===== src/rtl/uart_cfg_pkg.sv =====
// Shared types and constants for the 16x-oversampling UART receive path
// (and its future transmit sibling).
package uart_cfg_pkg;

    typedef enum logic [1:0] {PAR_NONE, PAR_EVEN, PAR_ODD, PAR_RSVD} parity_e;

    typedef enum logic [2:0] {ST_IDLE, ST_START, ST_DATA, ST_PARITY, ST_STOP} rx_state_e;

    localparam int UART_OS_RATE     = 16;
    localparam int UART_MID_SAMPLE  = 7;
    localparam int DIV_38400_100MHZ = 163;
    localparam int DIV_38400_50MHZ  = 81;

    // Requested frame length, falling back to the maximum when out of range.
    function automatic logic [3:0] eff_data_bits(input logic [3:0] req, input int max_bits);
        return (req < 4'd5 || int'(req) > max_bits) ? 4'(max_bits) : req;
    endfunction

endpackage


===== src/rtl/uart_rx_os_if.sv =====
// Received-word valid/ready channel: master is the receiver, slave the consumer.
interface uart_rx_os_if #(
    parameter int DATA_W = 9
);
    logic [DATA_W-1:0] rx_data;
    logic              rx_parity_err;
    logic              rx_frame_err;
    logic              rx_valid;
    logic              rx_ready;
    logic              rx_overrun;

    modport master (
        output rx_data, rx_parity_err, rx_frame_err, rx_valid, rx_overrun,
        input  rx_ready
    );

    modport slave (
        input  rx_data, rx_parity_err, rx_frame_err, rx_valid, rx_overrun,
        output rx_ready
    );
endinterface


===== src/rtl/uart_baud_tick.sv =====
// Runtime-programmable divider producing the 16x oversample tick.
// A divider of 0 stops the ticks and parks the counter at 0.
module uart_baud_tick
    import uart_cfg_pkg::*;
#(
    parameter int DIV_W = 8
) (
    input  logic             clk,
    input  logic             rst_n,
    input  logic [DIV_W-1:0] div,
    output logic             os_tick
);
    logic [DIV_W-1:0] cnt_reg;
    logic             at_top;

    assign at_top  = (cnt_reg == div - DIV_W'(1));
    assign os_tick = (div != '0) && at_top;

    // ">=" recovers cleanly if the divider is lowered below the current count.
    always_ff @(posedge clk) begin
        if (!rst_n || div == '0) begin
            cnt_reg <= '0;
        end else if (cnt_reg >= div - DIV_W'(1)) begin
            cnt_reg <= '0;
        end else begin
            cnt_reg <= cnt_reg + DIV_W'(1);
        end
    end
endmodule


===== src/rtl/uart_rx_os.sv =====
// 16x-oversampling UART receiver with runtime frame format and valid/ready output.
// Define UART_RX_MAJORITY_EN to decide each bit by 2-of-3 vote of samples 6, 7 and 8.
module uart_rx_os
    import uart_cfg_pkg::*;
#(
    parameter int DATA_W      = 9,
    parameter int DIV_W       = 8,
    parameter int DIV_DEF     = DIV_38400_100MHZ,
    parameter int SYNC_STAGES = 2
) (
    input  logic             clk,
    input  logic             rst_n,
    input  logic             rxd,
    input  logic [DIV_W-1:0] cfg_div,
    input  logic [3:0]       cfg_data_bits,
    input  logic [1:0]       cfg_parity,
    input  logic             cfg_stop2,
    output logic             rx_busy,
    uart_rx_os_if.master     rx
);
    if (SYNC_STAGES < 2 || DIV_DEF >= (2 ** DIV_W) || DATA_W > 15) begin : g_bad_cfg
        $error("uart_rx_os: unsupported parameter combination");
    end

    logic os_tick;

    uart_baud_tick #(.DIV_W(DIV_W)) u_tick (
        .clk     (clk),
        .rst_n   (rst_n),
        .div     (cfg_div),
        .os_tick (os_tick)
    );

    logic [SYNC_STAGES-1:0] sync_reg;
    logic                   rxd_s;

    always_ff @(posedge clk) begin
        if (!rst_n) sync_reg <= '1;
        else        sync_reg <= {sync_reg[SYNC_STAGES-2:0], rxd};
    end
    assign rxd_s = sync_reg[SYNC_STAGES-1];

    logic       bit_val;
    logic [3:0] os_cnt_reg, os_cnt_next;

`ifdef UART_RX_MAJORITY_EN
    localparam logic [3:0] SAMPLE_CNT = 4'(UART_MID_SAMPLE + 1);
    logic [1:0] maj_reg;

    always_ff @(posedge clk) begin
        if (!rst_n) begin
            maj_reg <= 2'b11;
        end else if (os_tick && os_cnt_reg == 4'(UART_MID_SAMPLE - 1)) begin
            maj_reg[0] <= rxd_s;
        end else if (os_tick && os_cnt_reg == 4'(UART_MID_SAMPLE)) begin
            maj_reg[1] <= rxd_s;
        end
    end
    assign bit_val = (maj_reg[0] & maj_reg[1]) | (maj_reg[0] & rxd_s) | (maj_reg[1] & rxd_s);
`else
    localparam logic [3:0] SAMPLE_CNT = 4'(UART_MID_SAMPLE);
    assign bit_val = rxd_s;
`endif

    rx_state_e         state_reg, state_next;
    logic [3:0]        bit_cnt_reg, bit_cnt_next;
    logic [3:0]        nbits_reg, nbits_next;
    parity_e           par_reg, par_next;
    logic              stop2_reg, stop2_next;
    logic              stop_idx_reg, stop_idx_next;
    logic [DATA_W-1:0] shift_reg, shift_next;
    logic              par_acc_reg, par_acc_next;
    logic              perr_reg, perr_next;
    logic              ferr_reg, ferr_next;
    logic              done_reg, done_next;
    logic              mid, end_bit;

    assign mid     = os_tick && (os_cnt_reg == SAMPLE_CNT);
    assign end_bit = os_tick && (os_cnt_reg == 4'(UART_OS_RATE - 1));

    always_comb begin
        state_next    = state_reg;
        os_cnt_next   = os_cnt_reg;
        bit_cnt_next  = bit_cnt_reg;
        nbits_next    = nbits_reg;
        par_next      = par_reg;
        stop2_next    = stop2_reg;
        stop_idx_next = stop_idx_reg;
        shift_next    = shift_reg;
        par_acc_next  = par_acc_reg;
        perr_next     = perr_reg;
        ferr_next     = ferr_reg;
        done_next     = 1'b0;

        if (os_tick) begin
            os_cnt_next = (state_reg == ST_IDLE) ? 4'd0 : os_cnt_reg + 4'd1;
        end

        case (state_reg)
            ST_IDLE: begin
                if (os_tick && !rxd_s) begin
                    state_next    = ST_START;
                    os_cnt_next   = '0;
                    nbits_next    = eff_data_bits(cfg_data_bits, DATA_W);
                    par_next      = parity_e'(cfg_parity);
                    stop2_next    = cfg_stop2;
                    stop_idx_next = 1'b0;
                    bit_cnt_next  = '0;
                    shift_next    = '0;
                    par_acc_next  = 1'b0;
                    perr_next     = 1'b0;
                    ferr_next     = 1'b0;
                end
            end
            ST_START: begin
                if (mid && bit_val) state_next = ST_IDLE;
                else if (end_bit)   state_next = ST_DATA;
            end
            ST_DATA: begin
                if (mid) begin
                    shift_next[bit_cnt_reg] = bit_val;
                    par_acc_next            = par_acc_reg ^ bit_val;
                    bit_cnt_next            = bit_cnt_reg + 4'd1;
                end
                // bit_cnt has already advanced at mid-bit, so it equals nbits at the last bit's end.
                if (end_bit && bit_cnt_reg == nbits_reg) begin
                    state_next = (par_reg == PAR_EVEN || par_reg == PAR_ODD) ? ST_PARITY : ST_STOP;
                end
            end
            ST_PARITY: begin
                if (mid && (bit_val != (par_acc_reg ^ (par_reg == PAR_ODD)))) perr_next = 1'b1;
                if (end_bit) state_next = ST_STOP;
            end
            ST_STOP: begin
                if (mid) begin
                    if (!bit_val) ferr_next = 1'b1;
                    if (!stop2_reg || stop_idx_reg) begin
                        state_next = ST_IDLE;
                        done_next  = 1'b1;
                    end
                end
                if (end_bit) stop_idx_next = 1'b1;
            end
            default: state_next = ST_IDLE;
        endcase

        if (cfg_div == '0) state_next = ST_IDLE;
    end

    always_ff @(posedge clk) begin
        if (!rst_n) begin
            state_reg    <= ST_IDLE;
            os_cnt_reg   <= '0;
            bit_cnt_reg  <= '0;
            nbits_reg    <= 4'(DATA_W);
            par_reg      <= PAR_NONE;
            stop2_reg    <= 1'b0;
            stop_idx_reg <= 1'b0;
            shift_reg    <= '0;
            par_acc_reg  <= 1'b0;
            perr_reg     <= 1'b0;
            ferr_reg     <= 1'b0;
            done_reg     <= 1'b0;
        end else begin
            state_reg    <= state_next;
            os_cnt_reg   <= os_cnt_next;
            bit_cnt_reg  <= bit_cnt_next;
            nbits_reg    <= nbits_next;
            par_reg      <= par_next;
            stop2_reg    <= stop2_next;
            stop_idx_reg <= stop_idx_next;
            shift_reg    <= shift_next;
            par_acc_reg  <= par_acc_next;
            perr_reg     <= perr_next;
            ferr_reg     <= ferr_next;
            done_reg     <= done_next;
        end
    end

    assign rx_busy = (state_reg != ST_IDLE);

    // A finished word lands only if the holding register is empty or being drained now.
    always_ff @(posedge clk) begin
        if (!rst_n) begin
            rx.rx_data       <= '0;
            rx.rx_parity_err <= 1'b0;
            rx.rx_frame_err  <= 1'b0;
            rx.rx_valid      <= 1'b0;
            rx.rx_overrun    <= 1'b0;
        end else begin
            rx.rx_overrun <= 1'b0;
            if (done_reg) begin
                if (!rx.rx_valid || rx.rx_ready) begin
                    rx.rx_data       <= shift_reg;
                    rx.rx_parity_err <= perr_reg;
                    rx.rx_frame_err  <= ferr_reg;
                    rx.rx_valid      <= 1'b1;
                end else begin
                    rx.rx_overrun <= 1'b1;
                end
            end else if (rx.rx_valid && rx.rx_ready) begin
                rx.rx_valid <= 1'b0;
            end
        end
    end
endmodule


===== src/flat_wrapper.sv =====
// flat-port wrapper written by rule: the top's interface ports become plain ports
module uart_rx_os_flat import uart_cfg_pkg::*;
#(
    parameter int DATA_W      = 9,
    parameter int DIV_W       = 8,
    parameter int DIV_DEF     = DIV_38400_100MHZ,
    parameter int SYNC_STAGES = 2
)
  (clk, rst_n, rxd, cfg_div, cfg_data_bits, cfg_parity, cfg_stop2, rx_busy, rx_rx_data, rx_rx_parity_err, rx_rx_frame_err, rx_rx_valid, rx_rx_overrun, rx_rx_ready);
  uart_rx_os_if #(.DATA_W(DATA_W)) rx_i ();
  input  logic clk;
  input  logic rst_n;
  input  logic rxd;
  input  logic [DIV_W-1:0] cfg_div;
  input  logic [3:0] cfg_data_bits;
  input  logic [1:0] cfg_parity;
  input  logic cfg_stop2;
  output logic rx_busy;
  output wire logic [$bits(rx_i.rx_data)-1:0] rx_rx_data;
  output wire logic [$bits(rx_i.rx_parity_err)-1:0] rx_rx_parity_err;
  output wire logic [$bits(rx_i.rx_frame_err)-1:0] rx_rx_frame_err;
  output wire logic [$bits(rx_i.rx_valid)-1:0] rx_rx_valid;
  output wire logic [$bits(rx_i.rx_overrun)-1:0] rx_rx_overrun;
  input wire logic [$bits(rx_i.rx_ready)-1:0] rx_rx_ready;
  assign rx_rx_data = rx_i.rx_data;
  assign rx_rx_parity_err = rx_i.rx_parity_err;
  assign rx_rx_frame_err = rx_i.rx_frame_err;
  assign rx_rx_valid = rx_i.rx_valid;
  assign rx_rx_overrun = rx_i.rx_overrun;
  assign rx_i.rx_ready = rx_rx_ready;
  uart_rx_os #(.DATA_W(DATA_W), .DIV_W(DIV_W), .DIV_DEF(DIV_DEF), .SYNC_STAGES(SYNC_STAGES)) u_core (.clk(clk), .rst_n(rst_n), .rxd(rxd), .cfg_div(cfg_div), .cfg_data_bits(cfg_data_bits), .cfg_parity(cfg_parity), .cfg_stop2(cfg_stop2), .rx_busy(rx_busy), .rx(rx_i));
endmodule

===== config.mk =====
export PLATFORM = sky130hd
export DESIGN_NAME = uart_rx_os_flat
export DESIGN_NICKNAME = d
export VERILOG_FILES = /design/src/rtl/uart_cfg_pkg.sv /design/src/rtl/uart_rx_os_if.sv /design/src/rtl/uart_baud_tick.sv /design/src/rtl/uart_rx_os.sv /design/src/flat_wrapper.sv
export SDC_FILE = /design/constraint.sdc
export NUM_CORES = 1
export LEC_CHECK = 0
export BUFFER_PORTS_ARGS = -buffer_cell sky130_fd_sc_hd__buf_2
export CORE_ASPECT_RATIO = 0.9
export CORE_MARGIN = 2
export CORE_UTILIZATION = 60
export CTS_CLUSTER_DIAMETER = 200
export CTS_CLUSTER_SIZE = 14
export DETAILED_ROUTE_END_ITERATION = 10
export PLACE_DENSITY = 0.87
export SYNTH_ARGS = -nofsm -noshare
export SYNTH_HDL_FRONTEND = slang
export SYNTH_SLANG_ARGS = --single-unit

===== constraint.sdc =====
create_clock -name clk -period 4.55 [get_ports clk]
set_input_delay 0.2275 -clock clk [delete_from_list [all_inputs] [get_ports clk]]
set_output_delay 0.2275 -clock clk [all_outputs]
set_load 0.03 [all_outputs]

==> results.txt <==
The flow ran to the end, and the final reports show no timing, DRC or antenna violations. The wire length of the first global-routing pass came out at 9998 um. The row count is 23. The final estimated routing congestion in global placement came out at 0.9225.

The worst setup path is captured at a flip-flop. The netlist area before placement is 2874 um2. Data arrives at the worst endpoint at 3020 ps. In this run the critical register-to-register path is launched from u_core.u_tick.cnt_reg[5]. The clock drives 55 sinks.

The buffers inserted during post-CTS setup optimization came out at 0. The tightest min-delay check is of the in2reg type. The top flip-flop cell by instance count after synthesis is dfxtp_1. After global routing the overflow that remains totals 0. The average instance in the mapped netlist occupies 9.153 um2.

The flip-flop and latch area is 1101 um2. The detail route stage leaves a number of antenna-violating nets equal to 0. Summing over every cut layer, the via total after detailed routing is 2337. After clock tree synthesis, the clock-pin slew on the worst setup and hold paths is 100 ps. Power spread over the standard cell area amounts to 337.8 nW/um2. The number of nets produced by synthesis came out at 350. The DRC marker count from the first detailed-route iteration came out at 129. The count of endpoints failing hold in the final timing report was 0. The root buffer cell chosen for the clock tree is clkbuf_8. The number of buffers between clock root and the deepest sink is 2. The kind of critical path is in2reg. Counting flops and latches in the post-synthesis netlist gives 55. The core region is 4518 um2.

STA classifies the critical path startpoint as a primary input. The starting density of the core is 63.61%. The final layout contains 375 nets. The die extent in y is 69.66 um. Of all nets on the critical path, the largest fanout is 18. The netlist uses 53 different library cells. The first detailed-routing pass ran for 4 iterations.

The number of H-tree levels came out at 2. The global router's overall resource usage came out at 22.99%. The number of global-route vias before repair came out at 2215. The overall routed net length is 5858 um.

The setup-violating endpoint count in the final report is 0. In this run, CTS created clock tree buffers numbering 5. The layout-stage area growth over the synthesis result is 9.404%.

The die covers 5361 um2. The tool flagged a number of max-cap violations equal to 0. The data required time at the worst endpoint is 4760 ps. The layout cell share with drive strength beyond 1 is 14.12%. The largest voltage drop on the vdd net is 0.2168 mV. The multi-input combinational cells in the finished layout cover a total of 1628 um2. The transition time of the tightest slew-check pin came out at 811.3 ps. The number of antenna violations at the first check in global routing came to 0. The largest net degree at the start of global routing is 23. The worst reg-to-reg setup slack is 2050 ps. The number of inserted diodes came out at 0. TritonCTS built the clock tree.

The count of pins on the block boundary is 33. The static power due to leakage is 1.408 nW. The HPWL after detailed placement is 4217 um. The clock latency on the worst-skew pair came out at 310 ps. Counting the fill cells in the layout gives 370.

The sum of negative setup slack came out at 0 ps. The number of max-slew violations in the final report was 0. The cts-stage hold buffer count is 0. The final critical-path required period is 2810 ps. Using the TritonRoute via totals, the vias-per-cell ratio works out to 5.813. In this run the most critical hold path is launched from rxd.

The async set or reset register ratio after synthesis came out at 0%. The depth of the worst register-to-register path is 6. Of the available clock period, the critical path in the final layout requires 61.75%.

The worst hold path passes through 2 cells. For this run, the register share of the synthesized area comes to 38.31%. The path with the worst hold slack has its endpoint at u_core.sync_reg[0]. Across the routed clock network, the largest skew measured is 6.816 ps. The count of yosys warnings during synthesis is 0. The mean routed wirelength per cell is 14.57 um. Setup repair after global routing left no endpoint under its margin. The normalized max-slew margin is 45.59%. The post-layout utilization of the core is 69.59%. The worst register-to-register path ends at u_core.shift_reg[4].

The number of synthesized flops with an enable pin is 0. The post-cts sizing count came out at 0. Measured along the x axis, the die boundary spans 76.96 um. The maximum clock frequency is 0.3559 GHz.

The number of instances in the synthesized netlist came out at 314. The total DRC errors in the routed layout is 0. The count of input and output buffers came out at 32.
-- power breakdown --
group | internal, mW | leakage [nW] | switching [mW]
Clock | 0.220 | 0.0654 | 0.153
Sequential | 0.492 | 0.444 | 0.0250
Combinational | 0.0718 | 0.899 | 0.0996
Total | 0.784 | 1.41 | 0.278
-- critical path: stages --
cell,delay (ps)
buf_2,130
nor4_4,380
nand2_1,110
xor2_1,150
ha_1,300
nand4_1,160
a211o_1,540
nor4_2,600
a21boi_0,180
o21ba_2,230
-- worst max path at each step --
stage                    start                   to  cells past startpoint
floorplan           cfg_div[2]  u_core.shift_reg[5]                     12
global placement    cfg_div[2]  u_core.shift_reg[1]                     10
detailed placement  cfg_div[3]  u_core.shift_reg[4]                     10
CTS                 cfg_div[3]  u_core.shift_reg[5]                     10
global route        cfg_div[3]  u_core.shift_reg[4]                     10
finish              cfg_div[3]  u_core.shift_reg[4]                     10
-- cell usage after synthesis (2+ instances only) --
cell	number	share of area, %
nor2_1	34	4.4
a31oi_1	2	0.44
nor3b_1	3	0.78
o21ba_1	6	2.1
or3_4	2	0.78
nand2_1	20	2.6
clkbuf_1	4	0.52
a211o_1	2	0.61
ha_1	17	7.4
and3_1	12	2.6
o211ai_1	3	0.78
xor2_1	8	2.4
a21o_1	2	0.52
dfxtp_1	55	38
xnor2_1	14	4.3
buf_2	4	0.70
nor2b_1	5	1.1
a21oi_1	10	1.7
nand3_1	11	1.9
a21boi_0	8	2.1
o21ba_2	2	0.70
nand4_1	4	0.87
nor3_1	15	2.6
o21a_1	2	0.52
o21ai_0	7	1.2
mux2i_1	16	5.6
nand2b_1	4	0.87
buf_6	3	1.2
inv_1	12	1.6
o2111ai_1	2	0.61
and2_1	2	0.44
nor4_2	2	0.87
-- layout by cell type, fill, tap and decap left out, types with 7 or more instances in the layout --
cell type | Yosys | final
inv_1 | 12 | 12
buf_2 | 4 | 32
xor2_1 | 8 | 8
nand2_1 | 20 | 20
mux2i_1 | 16 | 16
o21ai_0 | 7 | 7
dfxtp_1 | 55 | 55
nor3_1 | 15 | 15
nor2_1 | 34 | 34
and3_1 | 12 | 12
ha_1 | 17 | 17
a21boi_0 | 8 | 8
xnor2_1 | 14 | 14
a21oi_1 | 10 | 10
nand3_1 | 11 | 11
-- layout make-up --
class                           count  share of cell area [%]
Clock inverter                      2                   1.910
Tap cell                           62                   2.467
Timing Repair Buffer               32                   5.094
Sequential cell                    55                   35.02
Clock buffer                        6                   2.308
Inverter                           12                   1.433
Multi-Input combinational cell    233                   51.77
-- cells by family (layout without fill, tap and decap cells) --
kind of cell | Yosys count | in the layout | share of synthesized area (%)
AND/OR/NAND/NOR | 123 | 123 | 23.20
AO/OA/AOI/OAI | 55 | 55 | 13.76
flip-flops | 55 | 55 | 38.31
buffers and inverters | 26 | 52 | 5.050
XOR/XNOR | 22 | 22 | 6.705
adder cells (fa/ha/maj) | 17 | 17 | 7.401
multiplexers | 16 | 16 | 5.572
-- per-stage QoR --
step / power, mW / area, um2 / cells / hold slack [ps] / setup WS [ps]
after floorplan: 0.6710 / 2874 / 314 / 329.0 / 2026
after global placement: 0.6876 / 3012 / 394 / 389.0 / 1567
after detailed placement: 0.6928 / 3012 / 394 / 397.7 / 1441
after CTS: 1.063 / 3144 / 402 / 96.59 / 1760
after global routing: 1.104 / 3144 / 402 / 96.80 / 1451
final: 1.062 / 3144 / 402 / 98.42 / 1740
-- per-layer routing --
layer	routed length [um]	GRT usage, %	up-vias	part of all wire (%)
met1	2685	29.65	1086	46
li1	-	-	1161	-
met4	92	7.879	0	1.6
met5	0	0	-	0
met3	317	4.167	12	5.4
met2	2763	38.69	78	47
(Power assumes the default switching activity.)
